## src/rtl/ifmem_bus_arbiter.sv

```systemverilog
// Shares one variable-latency memory bus between instruction fetch and MEM-stage access.
// Build option BUS_TIMEOUT_EN adds a per-transfer ack timeout and the bus_err_o port.
//
//   state      | meaning
//   -----------+----------------------------------------------------------
//   S_IDLE     | bus free; MEM request wins, else an unflushed fetch starts
//   S_IF_BUSY  | fetch on the bus, waiting for bus_ack_i
//   S_MEM_BUSY | data load/store on the bus, waiting for bus_ack_i

module ifmem_bus_arbiter #(
  parameter int ADDR_W  = 32,
  parameter int DATA_W  = 32,
  parameter int TIMEOUT = 16
) (
  input  logic              clk,
  input  logic              rst,
  input  logic              if_req_i,
  input  logic [ADDR_W-1:0] if_addr_i,
  output logic [DATA_W-1:0] if_rdata_o,
  output logic              stallreq_if_o,
  input  logic              mem_req_i,
  input  logic              mem_we_i,
  input  logic [ADDR_W-1:0] mem_addr_i,
  input  logic [3:0]        mem_sel_i,
  input  logic [DATA_W-1:0] mem_wdata_i,
  output logic [DATA_W-1:0] mem_rdata_o,
  output logic              stallreq_mem_o,
  input  logic              flush_i,
  output logic              bus_cyc_o,
  output logic              bus_we_o,
  output logic [ADDR_W-1:0] bus_addr_o,
  output logic [3:0]        bus_sel_o,
  output logic [DATA_W-1:0] bus_wdata_o,
  input  logic [DATA_W-1:0] bus_rdata_i,
  input  logic              bus_ack_i
`ifdef BUS_TIMEOUT_EN
  ,
  output logic              bus_err_o
`endif
);

  typedef enum logic [1:0] {S_IDLE, S_IF_BUSY, S_MEM_BUSY} state_t;

  state_t             r_state;
  logic               r_drop;
  logic               r_bus_cyc;
  logic               r_bus_we;
  logic [ADDR_W-1:0]  r_bus_addr;
  logic [3:0]         r_bus_sel;
  logic [DATA_W-1:0]  r_bus_wdata;
  logic [DATA_W-1:0]  r_if_rdata;
  logic [DATA_W-1:0]  r_mem_rdata;

  logic               w_busy;
  logic               w_tmo;
  logic               w_done;
  logic               w_if_done;
  logic               w_mem_done;
  logic               w_if_drop;
  logic [DATA_W-1:0]  w_xfer_data;

  generate
    if (TIMEOUT < 1) begin : g_bad_timeout
      $error("ifmem_bus_arbiter: TIMEOUT must be at least 1");
    end
  endgenerate

`ifdef BUS_TIMEOUT_EN
  localparam int CNT_W = $clog2(TIMEOUT + 1);
  localparam logic [CNT_W-1:0] CNT_LAST = CNT_W'(TIMEOUT - 1);

  logic [CNT_W-1:0] r_tmo_cnt;

  // Count starts at 0 in the first BUSY cycle, so the TIMEOUT-th ack-less cycle is the forced one.
  assign w_tmo     = w_busy && !bus_ack_i && (r_tmo_cnt == CNT_LAST);
  assign bus_err_o = w_tmo;

  always_ff @(posedge clk) begin
    if (rst) begin
      r_tmo_cnt <= '0;
    end else if (!w_busy) begin
      r_tmo_cnt <= '0;
    end else if (!bus_ack_i && !w_tmo) begin
      r_tmo_cnt <= r_tmo_cnt + 1'b1;
    end
  end
`else
  assign w_tmo = 1'b0;
`endif

  assign w_busy      = (r_state == S_IF_BUSY) || (r_state == S_MEM_BUSY);
  assign w_done      = w_busy && (bus_ack_i || w_tmo);
  assign w_xfer_data = bus_ack_i ? bus_rdata_i : '0;
  assign w_if_done   = (r_state == S_IF_BUSY) && w_done;
  assign w_mem_done  = (r_state == S_MEM_BUSY) && w_done;
  // A flush arriving in the ack cycle itself also kills the fetch result.
  assign w_if_drop   = r_drop || flush_i;

  assign if_rdata_o     = (w_if_done && !w_if_drop) ? w_xfer_data : r_if_rdata;
  assign mem_rdata_o    = (w_mem_done && !r_bus_we) ? w_xfer_data : r_mem_rdata;
  assign stallreq_mem_o = mem_req_i && !w_mem_done;
  assign stallreq_if_o  = if_req_i && !flush_i && !(w_if_done && !w_if_drop);

  assign bus_cyc_o   = r_bus_cyc;
  assign bus_we_o    = r_bus_we;
  assign bus_addr_o  = r_bus_addr;
  assign bus_sel_o   = r_bus_sel;
  assign bus_wdata_o = r_bus_wdata;

  always_ff @(posedge clk) begin
    if (rst) begin
      r_state     <= S_IDLE;
      r_drop      <= 1'b0;
      r_bus_cyc   <= 1'b0;
      r_bus_we    <= 1'b0;
      r_bus_addr  <= '0;
      r_bus_sel   <= '0;
      r_bus_wdata <= '0;
      r_if_rdata  <= '0;
      r_mem_rdata <= '0;
    end else begin
      case (r_state)
        S_IDLE: begin
          r_drop <= 1'b0;
          if (mem_req_i) begin
            r_state     <= S_MEM_BUSY;
            r_bus_cyc   <= 1'b1;
            r_bus_we    <= mem_we_i;
            r_bus_addr  <= mem_addr_i;
            r_bus_sel   <= mem_sel_i;
            r_bus_wdata <= mem_wdata_i;
          end else if (if_req_i && !flush_i) begin
            r_state     <= S_IF_BUSY;
            r_bus_cyc   <= 1'b1;
            r_bus_we    <= 1'b0;
            r_bus_addr  <= if_addr_i;
            r_bus_sel   <= 4'hF;
            r_bus_wdata <= '0;
          end
        end
        S_IF_BUSY: begin
          if (w_done) begin
            r_state   <= S_IDLE;
            r_bus_cyc <= 1'b0;
            r_drop    <= 1'b0;
            if (!w_if_drop) begin
              r_if_rdata <= w_xfer_data;
            end
          end else if (flush_i) begin
            r_drop <= 1'b1;
          end
        end
        S_MEM_BUSY: begin
          if (w_done) begin
            r_state   <= S_IDLE;
            r_bus_cyc <= 1'b0;
            if (!r_bus_we) begin
              r_mem_rdata <= w_xfer_data;
            end
          end
        end
        default: begin
          r_state   <= S_IDLE;
          r_bus_cyc <= 1'b0;
        end
      endcase
    end
  end

endmodule

```

## config.mk

```make
export PLATFORM = sky130hd
export DESIGN_NAME = ifmem_bus_arbiter
export DESIGN_NICKNAME = d
export VERILOG_FILES = /design/src/rtl/ifmem_bus_arbiter.sv
export SDC_FILE = /design/constraint.sdc
export NUM_CORES = 1
export LEC_CHECK = 0
export BUFFER_PORTS_ARGS = -buffer_cell sky130_fd_sc_hd__buf_2
export CAP_MARGIN = 20
export CORE_ASPECT_RATIO = 1.2
export CORE_MARGIN = 1.5
export CORE_UTILIZATION = 47
export CTS_BUF_LIST = sky130_fd_sc_hd__clkbuf_16
export CTS_CLUSTER_SIZE = 40
export DETAILED_ROUTE_END_ITERATION = 6
export HOLD_SLACK_MARGIN = 0.03
export PLACE_DENSITY_LB_ADDON = 0.08
export SYNTH_ARGS = -nofsm -noshare
export SYNTH_HDL_FRONTEND = slang
export SYNTH_SLANG_ARGS = --single-unit
```

## constraint.sdc

```tcl
create_clock -name clk -period 2.6 [get_ports clk]
set_input_delay 0.52 -clock clk [delete_from_list [all_inputs] [get_ports clk]]
set_output_delay 0.52 -clock clk [all_outputs]
set_load 0.02 [all_outputs]
```

* After elaboration in Yosys (flattened, before gate mapping)
Index checks and enable logic that the tools add are counted.
** Operators by class
- Eq/ne operators :: 5
- Multiplexer cells :: 22
- Bitwise operators :: 2
- Reduce and logical (&&, ||, !) cells :: 24
** Operators with widths (count)
- two-way mux 32 bit :: 7
- logical AND 1 bit :: 8
- two-way mux 4 bit :: 2
- two-way mux 1 bit :: 7
- two-way mux 2 bit :: 3
- inequality test 3 bit, second input constant :: 2
- AND reduction 2 bit :: 3
- AND reduction 3 bit :: 2
- logical NOT 1 bit :: 5
- case mux 1 bit (2 select lines) :: 2
- case mux 2 bit (2 select lines) :: 1
- nonzero test 2 bit :: 2
- equality test 2 x 1 -> 1 bit, second input constant :: 1
- equality test 2 bit, second input constant :: 1
- logical NOT 2 bit :: 1
- logical OR 1 bit :: 2
- inequality test 2 x 1 -> 1 bit, second input constant :: 1
- inverter 1 bit :: 2
- OR reduction 2 bit :: 1
** Storage, ports and cells
- Flip-flop bits (word level) :: 137
- Input port bits :: 139
- Logic and storage cells :: 62

* Logic depth before layout (Yosys ltp)
- Depth in word-level cells :: 7
- Depth in mapped cells :: 7
- Depth with buffers taken out :: 5

* Worst setup path after synthesis
Ideal clock, no wire load.
- Kind :: reg-to-output
- From :: register r_state[0]
- To :: output if_rdata_o[24]
- Data arrival time :: 1.636 ns
- Data required time :: 2.080 ns
- Slack :: 0.444 ns
- Cell stages (with the launch flop) :: 8
- Buffers on the path :: 2
- Cells stage by stage :: dfxtp_1 -> inv_1 -> ha_1 -> nand4b_2 -> buf_6 -> buf_6 -> or3_1 -> nand2_1
** Between the ends
- Longest elaborated chain between the ends :: 6
** RTL lines
- start: declaration :: RTL line 44 : state_t r_state;
- start signal: assignment :: RTL line 112 : r_state <= S_IDLE;
- start signal: assignment :: RTL line 126 : r_state <= S_MEM_BUSY;
- start signal: assignment :: RTL line 133 : r_state <= S_IF_BUSY;
- equality test 2 x 1 -> 1 bit or equality test 2 bit (tied branches) :: RTL line 91, 94
- logical OR 1 bit :: RTL line 91 : assign w_busy = (r_state == S_IF_BUSY) || (r_state == S_MEM_BUSY);
- logical AND 1 bit :: RTL line 92 : assign w_done = w_busy && (bus_ack_i || w_tmo);
- logical AND 1 bit (*) :: RTL line 94 : assign w_if_done = (r_state == S_IF_BUSY) && w_done;
- logical AND 1 bit (*) :: RTL line 99 : assign if_rdata_o = (w_if_done && !w_if_drop) ? w_xfer_data : r_if_rdata;
- two-way mux 32 bit (*) :: RTL line 99
- end: declaration :: RTL line 19 : output logic [DATA_W-1:0] if_rdata_o,
Every way passes the cells marked *; elsewhere a longest branch is shown, timed or not.

* Final worst setup path
- From :: register r_state[1]
- To :: output if_rdata_o[22]
The elaborated chain is that of the path after synthesis.

==> impl.org <==
** Detailed routing
- In the detailed route, the total length drawn on met2 is 9565 microns.
- Routed metal-1 wirelength :: 7156 microns
- Signal routing reaches up to met4.
- Mean number of vias per cell :: 5.381
- Count of nets left with antenna violations after detail routing :: 0
- After detailed routing, the number of remaining DRC violations is 0.
- Sum of routed wire length over all layers :: 18,550 microns
- Total number of vias :: 6,032
- After detailed routing, the met3 layer carries 1283 microns of wire.
- After detailed routing, the average wire length per cell comes to 16.55 microns.
- The first TritonRoute pass finished after 6 iterations.
- DRC marker count from the first detailed-route iteration :: 303

** Min path
- Min-delay worst type :: in2reg
- The worst hold path passes through 2 cells.

** Final layout
- The number of antenna diodes in the final layout is 0.
- In the final layout, the share of cells above drive strength 1 is 48.48%.
- The net count of the finished layout is 1,086.
- Synth-to-Final Area Change :: 46.15%
- The finished cells cover 0.008884 sq mm.

** Logic synthesis
- Distinct cell type count of the synthesized netlist :: 31
- Post-synth design cell area :: 0.006078 sq mm
- After technology mapping, the gate count stands at 688.
- Number of synthesized register bits :: 137
- Portion of the post-synthesis area used by sequential elements :: 45.12%
- The Yosys step of the flow raised 0 warnings.
- Mean instance size in the synthesized netlist :: 8.835 sq um
- The number of nets in the synthesized netlist is 830.

** Worst setup path
- Standard cell with the maximum stage delay on the critical path :: sky130_fd_sc_hd__or3_4
- The critical path in this run is classified as reg2out.
- Counting buffers and inverters, the worst setup path is 8 cells deep.
- For this run, the slowest stage of the critical path takes 370 ps.
- Kind of start point of the critical path :: register
- Cells traversed along the worst timing path :: inv_4, ha_4, nand4b_4, buf_12, buf_16, or3_4, nand2_2, buf_6
- The worst register-to-register path has a depth of 7.
- WP buf/inv :: 4
- Arrival @ worst endpoint :: 2100 ps
- Grouping stages by cell kind, the critical path spends the most delay in simple AND/OR/NAND/NOR gates.
- Data on the critical path is required at its endpoint by 2080 ps.
- Maximum fanout encountered on the critical timing path :: 8
- Endpoint class of the critical path :: output port

** Place
- GPL Wtd Cong :: 0.8493
- Once detailed placement completed, the half-perimeter wirelength came to 12,260 microns.
- In this run the tool buffered the top-level ports with 274 buffer cells.
- Placement Cell Area :: 0.007559 sq mm

** Power
- Leak Pwr :: 4.231 nW
- In this run the power spent charging and discharging nets is 0.001584 W.
- In this run the power density over the cells is 620.7 mW/mm^2.
- Combinational share of power :: 17.9%
- The worst-case IR drop observed on VDD is 390.9 uV.
- Sequential Power Share :: 41.4%
- Cell internal power dissipation :: 0.003930 W
- Part of the power in the clock network :: 40.7%
- Net switching is 28.72% of the power.

** STA
- In the finished design, the share of the clock period the worst path needs comes to 100.8%.
- After layout, the worst setup slack is -20.44 ps.
- Measured against its own limit, the worst slew margin works out to 52.52%.
- In the final timing run, aggregate negative setup slack is -192.6 ps.
- The final number of max-transition violations came to 0.
- The number of hold-slack violations in the final timing report is 0.
- Setup repair after global routing could not meet its margin everywhere.
- For the finished layout, the period the worst path requires is 2620 ps.
- Total setup violations reported at the end of the flow :: 19
- Worst clock skew :: 8.811 ps
- At the pin with the least slew margin, the transition time is 712.2 ps.
- For this run, the top clock speed supported by timing is 0.3816 GHz.

** Die
- Once the floorplan was initialized, standard cells occupied 48.19% of the core.
- 275 I/O pins were placed.
- Die Wd :: 106.8 microns
- The floorplan step defined a die boundary enclosing 0.01363 sq mm.
- The initialized floorplan defines 45 standard-cell rows.
- Height of the chip :: 127.6 microns
- Core Footprint :: 0.01261 sq mm

** Global route
- After global routing the overflow that remains totals 0.
- The initial antenna violation count is 0.
- The first global-routing pass estimated 28,920 microns of wire.
- Vias in the first global route :: 5,909
- Total track usage :: 26.74%
- Pin count of the biggest net entering global routing :: 83

** Clock network
- Buffers inserted to repair hold after CTS numbered 0.
- Root cell of the clock tree :: sky130_fd_sc_hd__clkbuf_16
- CTS tree :: yes
- The H-tree generated during clock tree synthesis spans 4 levels.
- Longest Clk Path Bufs :: 2
- Clk pin slew, worst setup/hold paths :: 60 ps
- Sinks on Clock Net :: 137
- In this run, CTS created clock tree buffers numbering 17.
- Clock latency on the worst-skew pair :: 410 ps

** Run status
- The flow ran to the end, but the final reports show violations.
- The checks that failed: negative setup slack.

** Flow run
- Max-Cap Viols :: 0
## area by class of cell
type	count	area, sq um
multi-input cells	482	3423
clock buffers	17	425.4
flip-flops and latches	137	2745
inverters	9	36.28
clock inverters	15	128.9
well taps	164	205.2
fillers	1032	3729
repair buffers	297	1919
## final timing paths
path	to	slack, ps	from
setup / recovery	if_rdata_o[22]	-20	r_state[1]$_SDFFE_PP0P_
hold reg to reg	bus_sel_o[3]$_SDFFE_PP0P_	450	bus_sel_o[3]$_SDFFE_PP0P_
setup reg to reg	r_mem_rdata[13]$_SDFFE_PP0P_	770	r_state[1]$_SDFFE_PP0P_
hold / removal	bus_wdata_o[18]$_SDFFE_PP0P_	320	mem_wdata_i[18]
## Yosys cell counts (all sizes together)
master,instances,share of area (%)
a221oi,1,0.14
a22oi,1,0.12
a32o,33,5.4
a311oi,1,0.14
nand3b,1,0.12
o21ai,39,3.3
mux2,64,12
nand2,193,12
a21oi,68,5.6
a21o,1,0.12
nand4b,2,0.39
nor3,1,0.082
nand2b,2,0.21
or3,32,3.3
mux2i,33,5.4
ha,3,0.62
and4b,1,0.16
dfxtp,137,45
inv,9,0.56
clkbuf,33,2.0
nor2b,1,0.14
buf,27,2.7
nor2,1,0.062
and3,1,0.10
a21boi,1,0.12
o21a,2,0.25
## sequential cells by signal, indices dropped and copies added (netlist names)
register and flops:
bus_we_o 1, r_drop 1, bus_wdata_o 32, r_if_rdata 32, bus_sel_o 4, bus_cyc_o 1
bus_addr_o 32, r_state 2, r_mem_rdata 32
## per-layer routing
| layer | GRT usage, % | vias up |
|---|---|---|
| li1 | - | 2905 |
| met1 | 30.48 | 2833 |
| met2 | 46.87 | 252 |
| met3 | 7.449 | 42 |
| met4 | 10.90 | 0 |
| met5 | 0 | - |
## power groups by stage
stage	Sequential (W)	Combinational, W	Clock (W)
after floorplan	0.00245	0.000447	0
after global placement	0.00232	0.000922	0
after detailed placement	0.00232	0.000941	0
after CTS	0.00228	0.000981	0.00228
after global routing	0.00229	0.00106	0.00238
final	0.00228	0.000987	0.00224
## cells in the final DEF (no fill, tap or decap), types with 2 or more instances in the layout
master and n:
sky130_fd_sc_hd__a32o_1 33, sky130_fd_sc_hd__a21oi_1 68, sky130_fd_sc_hd__ha_4 2, sky130_fd_sc_hd__nand2_1 168, sky130_fd_sc_hd__nand2b_1 2, sky130_fd_sc_hd__dfxtp_2 2
sky130_fd_sc_hd__buf_2 242, sky130_fd_sc_hd__inv_6 2, sky130_fd_sc_hd__clkbuf_16 18, sky130_fd_sc_hd__o21a_1 2, sky130_fd_sc_hd__inv_1 6, sky130_fd_sc_hd__or3_4 31
sky130_fd_sc_hd__buf_4 16, sky130_fd_sc_hd__dfxtp_1 135, sky130_fd_sc_hd__o21ai_2 27, sky130_fd_sc_hd__clkinv_4 3, sky130_fd_sc_hd__mux2_1 25, sky130_fd_sc_hd__o21ai_4 5
sky130_fd_sc_hd__clkinv_1 2, sky130_fd_sc_hd__mux2_2 39, sky130_fd_sc_hd__clkinv_2 2, sky130_fd_sc_hd__clkinvlp_4 5, sky130_fd_sc_hd__mux2i_1 33, sky130_fd_sc_hd__buf_6 26
sky130_fd_sc_hd__nand2_2 25, sky130_fd_sc_hd__o21ai_0 6, sky130_fd_sc_hd__buf_12 7, sky130_fd_sc_hd__inv_2 2, sky130_fd_sc_hd__buf_16 3
## through the flow
stage	hold WS [ps]	cells	total power [W]	util [%]	worst slack [ps]
2_1_floorplan	432.9	688	0.002892	-	444.3
6_report	317.1	1121	0.005514	70.44	-20.44
3_5_place_dp	440.4	1079	0.003264	59.93	284.5
4_1_cts	302.2	1120	0.005545	68.44	-36.17
3_3_place_gp	431.9	1078	0.003238	59.81	371.7
5_1_grt	306.0	1121	0.005737	70.44	-81.18
## what timing repair did
action,4_1_cts,5_1_grt
cloned,4,1
setup buffers,5,0
pin swaps,15,16
gates resized for setup,134,59
setup endpoints to repair,32,33
## logic make-up (layout without fill, tap and decap cells)
family                   count (synthesis)  after routing  share of synthesized area, %
AO/OA/AOI/OAI                          147            147                         15.21
flip-flops                             137            137                         45.12
multiplexers                            97             97                         17.29
adder cells (fa/ha/maj)                  3              3                        0.6176
buffers and inverters                   69            338                         5.270
AND/OR/NAND/NOR                        235            235                         16.49
Note: power is estimated with default switching activity, not from simulation.
